File: src/rtl/alu_issue.sv
// alu_issue: decode/issue stage feeding the execute ALU.
// One decode register (D) holds the incoming instruction. Its operands are read
// with writeback forwarding, and it is checked against a pending-write
// scoreboard. It then issues into a registered ALU request stage (E).
module alu_issue #(
    parameter int REG_FILE_WIDTH = 32,
    parameter int NUM_REGS       = 32
) (
    input  logic                      clk,
    input  logic                      rst_n,
    input  logic                      in_valid,
    input  logic [31:0]               in_instr,
    output logic                      in_ready,
    output logic [4:0]                rf_ra_addr,
    output logic [4:0]                rf_rb_addr,
    input  logic [REG_FILE_WIDTH-1:0] rf_ra_data,
    input  logic [REG_FILE_WIDTH-1:0] rf_rb_data,
    input  logic                      wb_valid,
    input  logic [4:0]                wb_addr,
    input  logic [REG_FILE_WIDTH-1:0] wb_data,
    output logic                      out_valid,
    input  logic                      out_ready,
    output logic [5:0]                alu_op,
    output logic [REG_FILE_WIDTH-1:0] alu_x,
    output logic [REG_FILE_WIDTH-1:0] alu_y,
    output logic [4:0]                alu_rd,
    output logic                      alu_wen,
    output logic                      illegal,
    output logic [NUM_REGS-1:0]       sb_busy
);
    localparam int W = REG_FILE_WIDTH;

    localparam logic [5:0] OP_SRL = 6'h07;
    localparam logic [5:0] OP_LT  = 6'h09;
    localparam logic [5:0] OP_EQ  = 6'h0B;
    localparam logic [5:0] OP_MV  = 6'h0C;

    // decode register
    logic        d_valid;
    logic [31:0] d_instr;

    // decoded fields
    logic [5:0]  d_op;
    logic [4:0]  d_rd, d_ra, d_rb;
    logic        d_i;
    logic [9:0]  d_imm;
    logic        d_legal, d_cmp, d_mv, d_wen;
    logic        hazard, e_free, d_fire, d_drop;
    logic [W-1:0] src_a, src_b, d_y;
    logic [NUM_REGS-1:0] sb_clr, sb_set, busy_eff;

    assign d_op  = d_instr[31:26];
    assign d_rd  = d_instr[25:21];
    assign d_ra  = d_instr[20:16];
    assign d_rb  = d_instr[15:11];
    assign d_i   = d_instr[10];
    assign d_imm = d_instr[9:0];

    // 0x08 is a hole in the opcode map; everything above MV is unsupported
    assign d_legal = (d_op <= OP_SRL) || ((d_op >= OP_LT) && (d_op <= OP_MV));
    assign d_cmp   = (d_op >= OP_LT) && (d_op <= OP_EQ);
    assign d_mv    = (d_op == OP_MV);
    assign d_wen   = !d_cmp;

    assign rf_ra_addr = d_ra;
    assign rf_rb_addr = d_rb;

    // a writeback landing this cycle both forwards its data and releases the hazard
    assign src_a = (wb_valid && wb_addr == d_ra) ? wb_data : rf_ra_data;
    assign src_b = (wb_valid && wb_addr == d_rb) ? wb_data : rf_rb_data;
    assign d_y   = d_mv ? '0 :
                   d_i  ? {{(W-10){d_imm[9]}}, d_imm} : src_b;

    assign busy_eff = sb_busy & ~sb_clr;
    assign hazard   = busy_eff[d_ra]
                    || (!d_i && !d_mv && busy_eff[d_rb])
                    || (d_wen && busy_eff[d_rd]);

    assign e_free   = !out_valid || out_ready;
    assign d_fire   = d_valid && d_legal && !hazard && e_free;
    assign d_drop   = d_valid && !d_legal;
    assign in_ready = !d_valid || d_fire;
    // high exactly for the one cycle an unsupported instruction sits in D
    assign illegal  = d_drop;

    // decode register: capture on handshake, empty on issue or drop
    always_ff @(posedge clk or negedge rst_n) begin
        if (!rst_n) begin
            d_valid <= 1'b0;
            d_instr <= '0;
        end else if (in_valid && in_ready) begin
            d_valid <= 1'b1;
            d_instr <= in_instr;
        end else if (d_fire || d_drop) begin
            d_valid <= 1'b0;
        end
    end

    // ALU request register: load on issue, hold under backpressure
    always_ff @(posedge clk or negedge rst_n) begin
        if (!rst_n) begin
            out_valid <= 1'b0;
            alu_op    <= '0;
            alu_x     <= '0;
            alu_y     <= '0;
            alu_rd    <= '0;
            alu_wen   <= 1'b0;
        end else if (d_fire) begin
            out_valid <= 1'b1;
            alu_op    <= d_op;
            alu_x     <= src_a;
            alu_y     <= d_y;
            alu_rd    <= d_rd;
            alu_wen   <= d_wen;
        end else if (out_valid && out_ready) begin
            out_valid <= 1'b0;
        end
    end

    // scoreboard, one bit per register; a same-cycle issue beats a writeback
    for (genvar g = 0; g < NUM_REGS; g++) begin : g_sb
        assign sb_clr[g] = wb_valid && (wb_addr == 5'(g));
        assign sb_set[g] = d_fire && d_wen && (d_rd == 5'(g));

        // pending-write bit for register g
        always_ff @(posedge clk or negedge rst_n) begin
            if (!rst_n)         sb_busy[g] <= 1'b0;
            else if (sb_set[g]) sb_busy[g] <= 1'b1;
            else if (sb_clr[g]) sb_busy[g] <= 1'b0;
        end
    end
endmodule

File: config.mk
export PLATFORM = sky130hd
export DESIGN_NAME = alu_issue
export DESIGN_NICKNAME = d
export VERILOG_FILES = /design/src/rtl/alu_issue.sv
export SDC_FILE = /design/constraint.sdc
export NUM_CORES = 1
export LEC_CHECK = 0
export CAP_MARGIN = 30
export CORE_MARGIN = 10
export CORE_UTILIZATION = 35
export CTS_BUF_LIST = sky130_fd_sc_hd__clkbuf_16
export DETAILED_ROUTE_END_ITERATION = 10
export PLACE_DENSITY = 0.67
export SLEW_MARGIN = 20
export SYNTH_ARGS = -nofsm -noshare
export SYNTH_HDL_FRONTEND = slang
export SYNTH_SLANG_ARGS = --single-unit
File: constraint.sdc
create_clock -name clk -period 4.5 [get_ports clk]
set_input_delay 0.9 -clock clk [delete_from_list [all_inputs] [get_ports clk]]
set_output_delay 0.9 -clock clk [all_outputs]
set_load 0.05 [all_outputs]
==> reports/results.ini <==
[status]
run_status = finished clean

[yosys]
avgSynthCellArea_um2 = 11.5
synth_seq_cells = 142
synth-seq-area-share_pct = 41.4
syn-num-nets = 885
synth-edff-count = 0
synthFlopType = dfrtp_1
ys_async_sr_fraction_pct = 100
yosys_warnings = 0
synthCells = 747
syn_area_mm2 = 0.00858
synth_cell_types = 71

[pwr]
p_int_w = 0.00475
power_frac_seq_pct = 27.6
p_leak_nw = 5.11
swShare_pct = 48.2
p_comb_share_pct = 56.0
switchingPower_w = 0.00443
power_frac_clock_pct = 16.4
peakVddDrop_v = 0.000562
p_per_area_mw_per_mm2 = 735

[layout]
postLayoutCellArea_mm2 = 0.0125
syn_to_final_growth_pct = 45.6
final_common_cell = clkdlybuf4s50_1
nets = 1165
final_cell_mix = clkdlybuf4s50_1 (251), mux2_2 (150), dfrtp_1 (142)
nFillCells = 2170
drive_gt1_share_pct = 30.4
fin_util_pct = 51.5

[worst_setup_path]
critPathKind = in -> out
worstPathMaxFanout = 8
r2r_slack_ns = 0.82
cpMaxStageDelayCell = a2111oi_4
ff2ff_path_depth = 9
crit_chain = clkdlybuf4s50_1, buf_4, xor2_1, or3_1, a221oi_1, nand3_1, a2111oi_4, o21ai_4, nand2_2, buf_12
start_kind = input pin
worstPathArrival_ns = 3.43
crit_required_ns = 3.60
timing.rr.start = d_instr[17]$_DFFE_PN0P_
crit_buf_inv = 3
reg2reg_to = sb_busy[2]$_DFFE_PN0P_
cp-end-kind = output pin
max_stage_delay_ns = 0.50
path_delay_family = compound AO/OA/AOI/OAI gates

[die]
initial_utilization_pct = 35.4
die_h_um = 177
rows = 57
fp.dieW_um = 177
dieArea_mm2 = 0.0312
core_area_mm2 = 0.0242
io_pins = 259

[sta]
worst_pin_slew_ns = 0.833
setup_viol = 0
hold_viol_final = 0
rsz0062_at_grt = no
fin_skew_ns = 0.0163
slew_headroom_pct = 44.5
slew_viol_final = 0
fin_crit_ns = 4.33
period_share_pct = 96.3
fmax_mhz = 231

[drt]
wire_per_inst_um = 23.5
drt_iter0_drc = 639
antenna_left = 0
wirelength_mm = 32.1
drcViolationCount = 0
via_count = 7506
first_pass_iters = 5
via_per_inst = 5.49

[global_route]
grt_pass1_wl_mm = 48.5
overflow = 0
grt_pass1_vias = 7859
grt_max_degree = 87
antenna_found_initial = 2
track_usage_pct = 20.1

[clock_network]
clkSlewWorstSetupHoldPaths_ns = 0.06
root_buffer = clkbuf_16
numCtsBuffers = 17
cts_num_sinks = 142
htree_levels = 4
clock_path_buffers = 2
cts_tree = built
clk_latency_ns = 0.43
hold_buffers = 0

[place]
place_area_mm2 = 0.0118
dp_hpwl_mm = 23.8
gp_congestion = 0.985
io_buffers = 258

[worst_hold_path]
worstHoldStart = alu_op[4]$_DFFE_PN0P_
min_path_type = reg -> reg
min_to = alu_op[4]$_DFFE_PN0P_
min_delay_path_depth = 1

[run]
cap_violations = 0

## how the worst max path moves through the flow
stage / from / to / slack, ns / cells after the start
2_1_floorplan: wb_addr[1] / in_ready / 0.28 / 12
3_3_place_gp: wb_addr[4] / in_ready / -0.06 / 10
3_5_place_dp: wb_addr[4] / in_ready / -0.1 / 10
4_1_cts: wb_addr[3] / in_ready / 0.004 / 11
5_1_grt: wb_addr[1] / in_ready / 0.007 / 14
6_report: wb_addr[1] / in_ready / 0.17 / 10
## layer usage
layer	up-vias	wire, µm	GRT usage (%)	part of all wire, %
li1	3383	-	-	-
met1	3707	12700	24.0	40
met2	355	15200	32.5	47
met3	61	3180	7.22	9.9
met4	0	940	7.67	2.9
met5	-	0	0	0
## synth_stat cells (all sizes together), types with 4 or more instances
cell | n | share of area [%]
o211ai | 6 | 0.53
nand4b | 4 | 0.66
mux2 | 158 | 21
nor3 | 9 | 0.53
nor4 | 4 | 0.29
clkbuf | 34 | 1.5
nand2b | 9 | 0.66
nand4 | 5 | 0.36
nand2 | 28 | 1.2
a211oi | 7 | 0.61
a31oi | 5 | 0.36
a311oi | 5 | 0.51
o41ai | 32 | 5.7
nor2 | 14 | 0.61
o311ai | 11 | 1.1
buf | 43 | 3.4
o21ai | 73 | 4.3
or2 | 8 | 0.58
xor2 | 9 | 0.92
mux2i | 54 | 6.3
nand3 | 11 | 0.64
xnor2 | 5 | 0.51
inv | 9 | 0.39
a21oi | 6 | 0.35
dfrtp | 142 | 41
## sequential cells by signal, indices dropped and copies added, names as in the netlist
register,flops
alu_wen,1
out_valid,1
alu_x,32
alu_rd,5
alu_y,32
sb_busy,32
alu_op,6
d_valid,1
d_instr,32
## worst register-to-register path: stages, from the launching register on
cell       delay (ns)
dfrtp_1          0.84
xor2_1           0.31
or3_1            0.41
a221oi_1         0.28
nand3_1          0.19
a2111oi_4        0.50
o21ai_4          0.10
buf_4            0.22
buf_4            0.31
o41ai_2          0.41
## power groups by stage
| stage | registers (W) | logic [W] | clock network [W] |
|---|---|---|---|
| after floorplan | 0.00352 | 0.00228 | 0 |
| after global placement | 0.00252 | 0.00512 | 0 |
| after detailed placement | 0.00253 | 0.00514 | 0 |
| after CTS | 0.00252 | 0.00517 | 0.00154 |
| after global routing | 0.00261 | 0.00542 | 0.00158 |
| final | 0.00253 | 0.00514 | 0.00150 |
## stage by stage
stage | cells | TNS (ns) | hold slack [ns] | power, W | worst slack, ns
6_report | 1366 | 0 | 0.488 | 0.00918 | 0.168
5_1_grt | 1364 | 0 | 0.506 | 0.00961 | 0.00658
4_1_cts | 1364 | 0 | 0.491 | 0.00923 | 0.00382
3_5_place_dp | 1331 | -0.0988 | 0.473 | 0.00767 | -0.0988
3_3_place_gp | 1331 | -0.0552 | 0.469 | 0.00764 | -0.0552
2_1_floorplan | 747 | 0 | 0.461 | 0.00580 | 0.278
## logic make-up after synthesis
| kind of cell | synth area share [%] |
|---|---|
| multiplexers | 27.0 |
| AO/OA/AOI/OAI | 16.1 |
| flip-flops | 41.4 |
| AND/OR/NAND/NOR | 8.67 |
| buffers and inverters | 5.30 |
| XOR/XNOR | 1.43 |
## what timing repair did
action                                  4_1_cts  5_1_grt
buffers inserted                              1        0
endpoints found under the setup margin        1        1
pin swaps                                     2        6
gates resized for setup                       9       11
## area by class of cell
type | count | area [µm²] | share of cell area [%]
antenna | 2 | 5.00 | 0.0401
clock buffer | 17 | 425 | 3.41
clock inverter | 15 | 184 | 1.47
inverter | 9 | 33.8 | 0.270
multi-input combinational | 519 | 4640 | 37.2
sequential | 142 | 3550 | 28.4
tap | 324 | 405 | 3.25
timing repair buffer | 338 | 3240 | 25.9
Power figures use the tool's default switching activity.
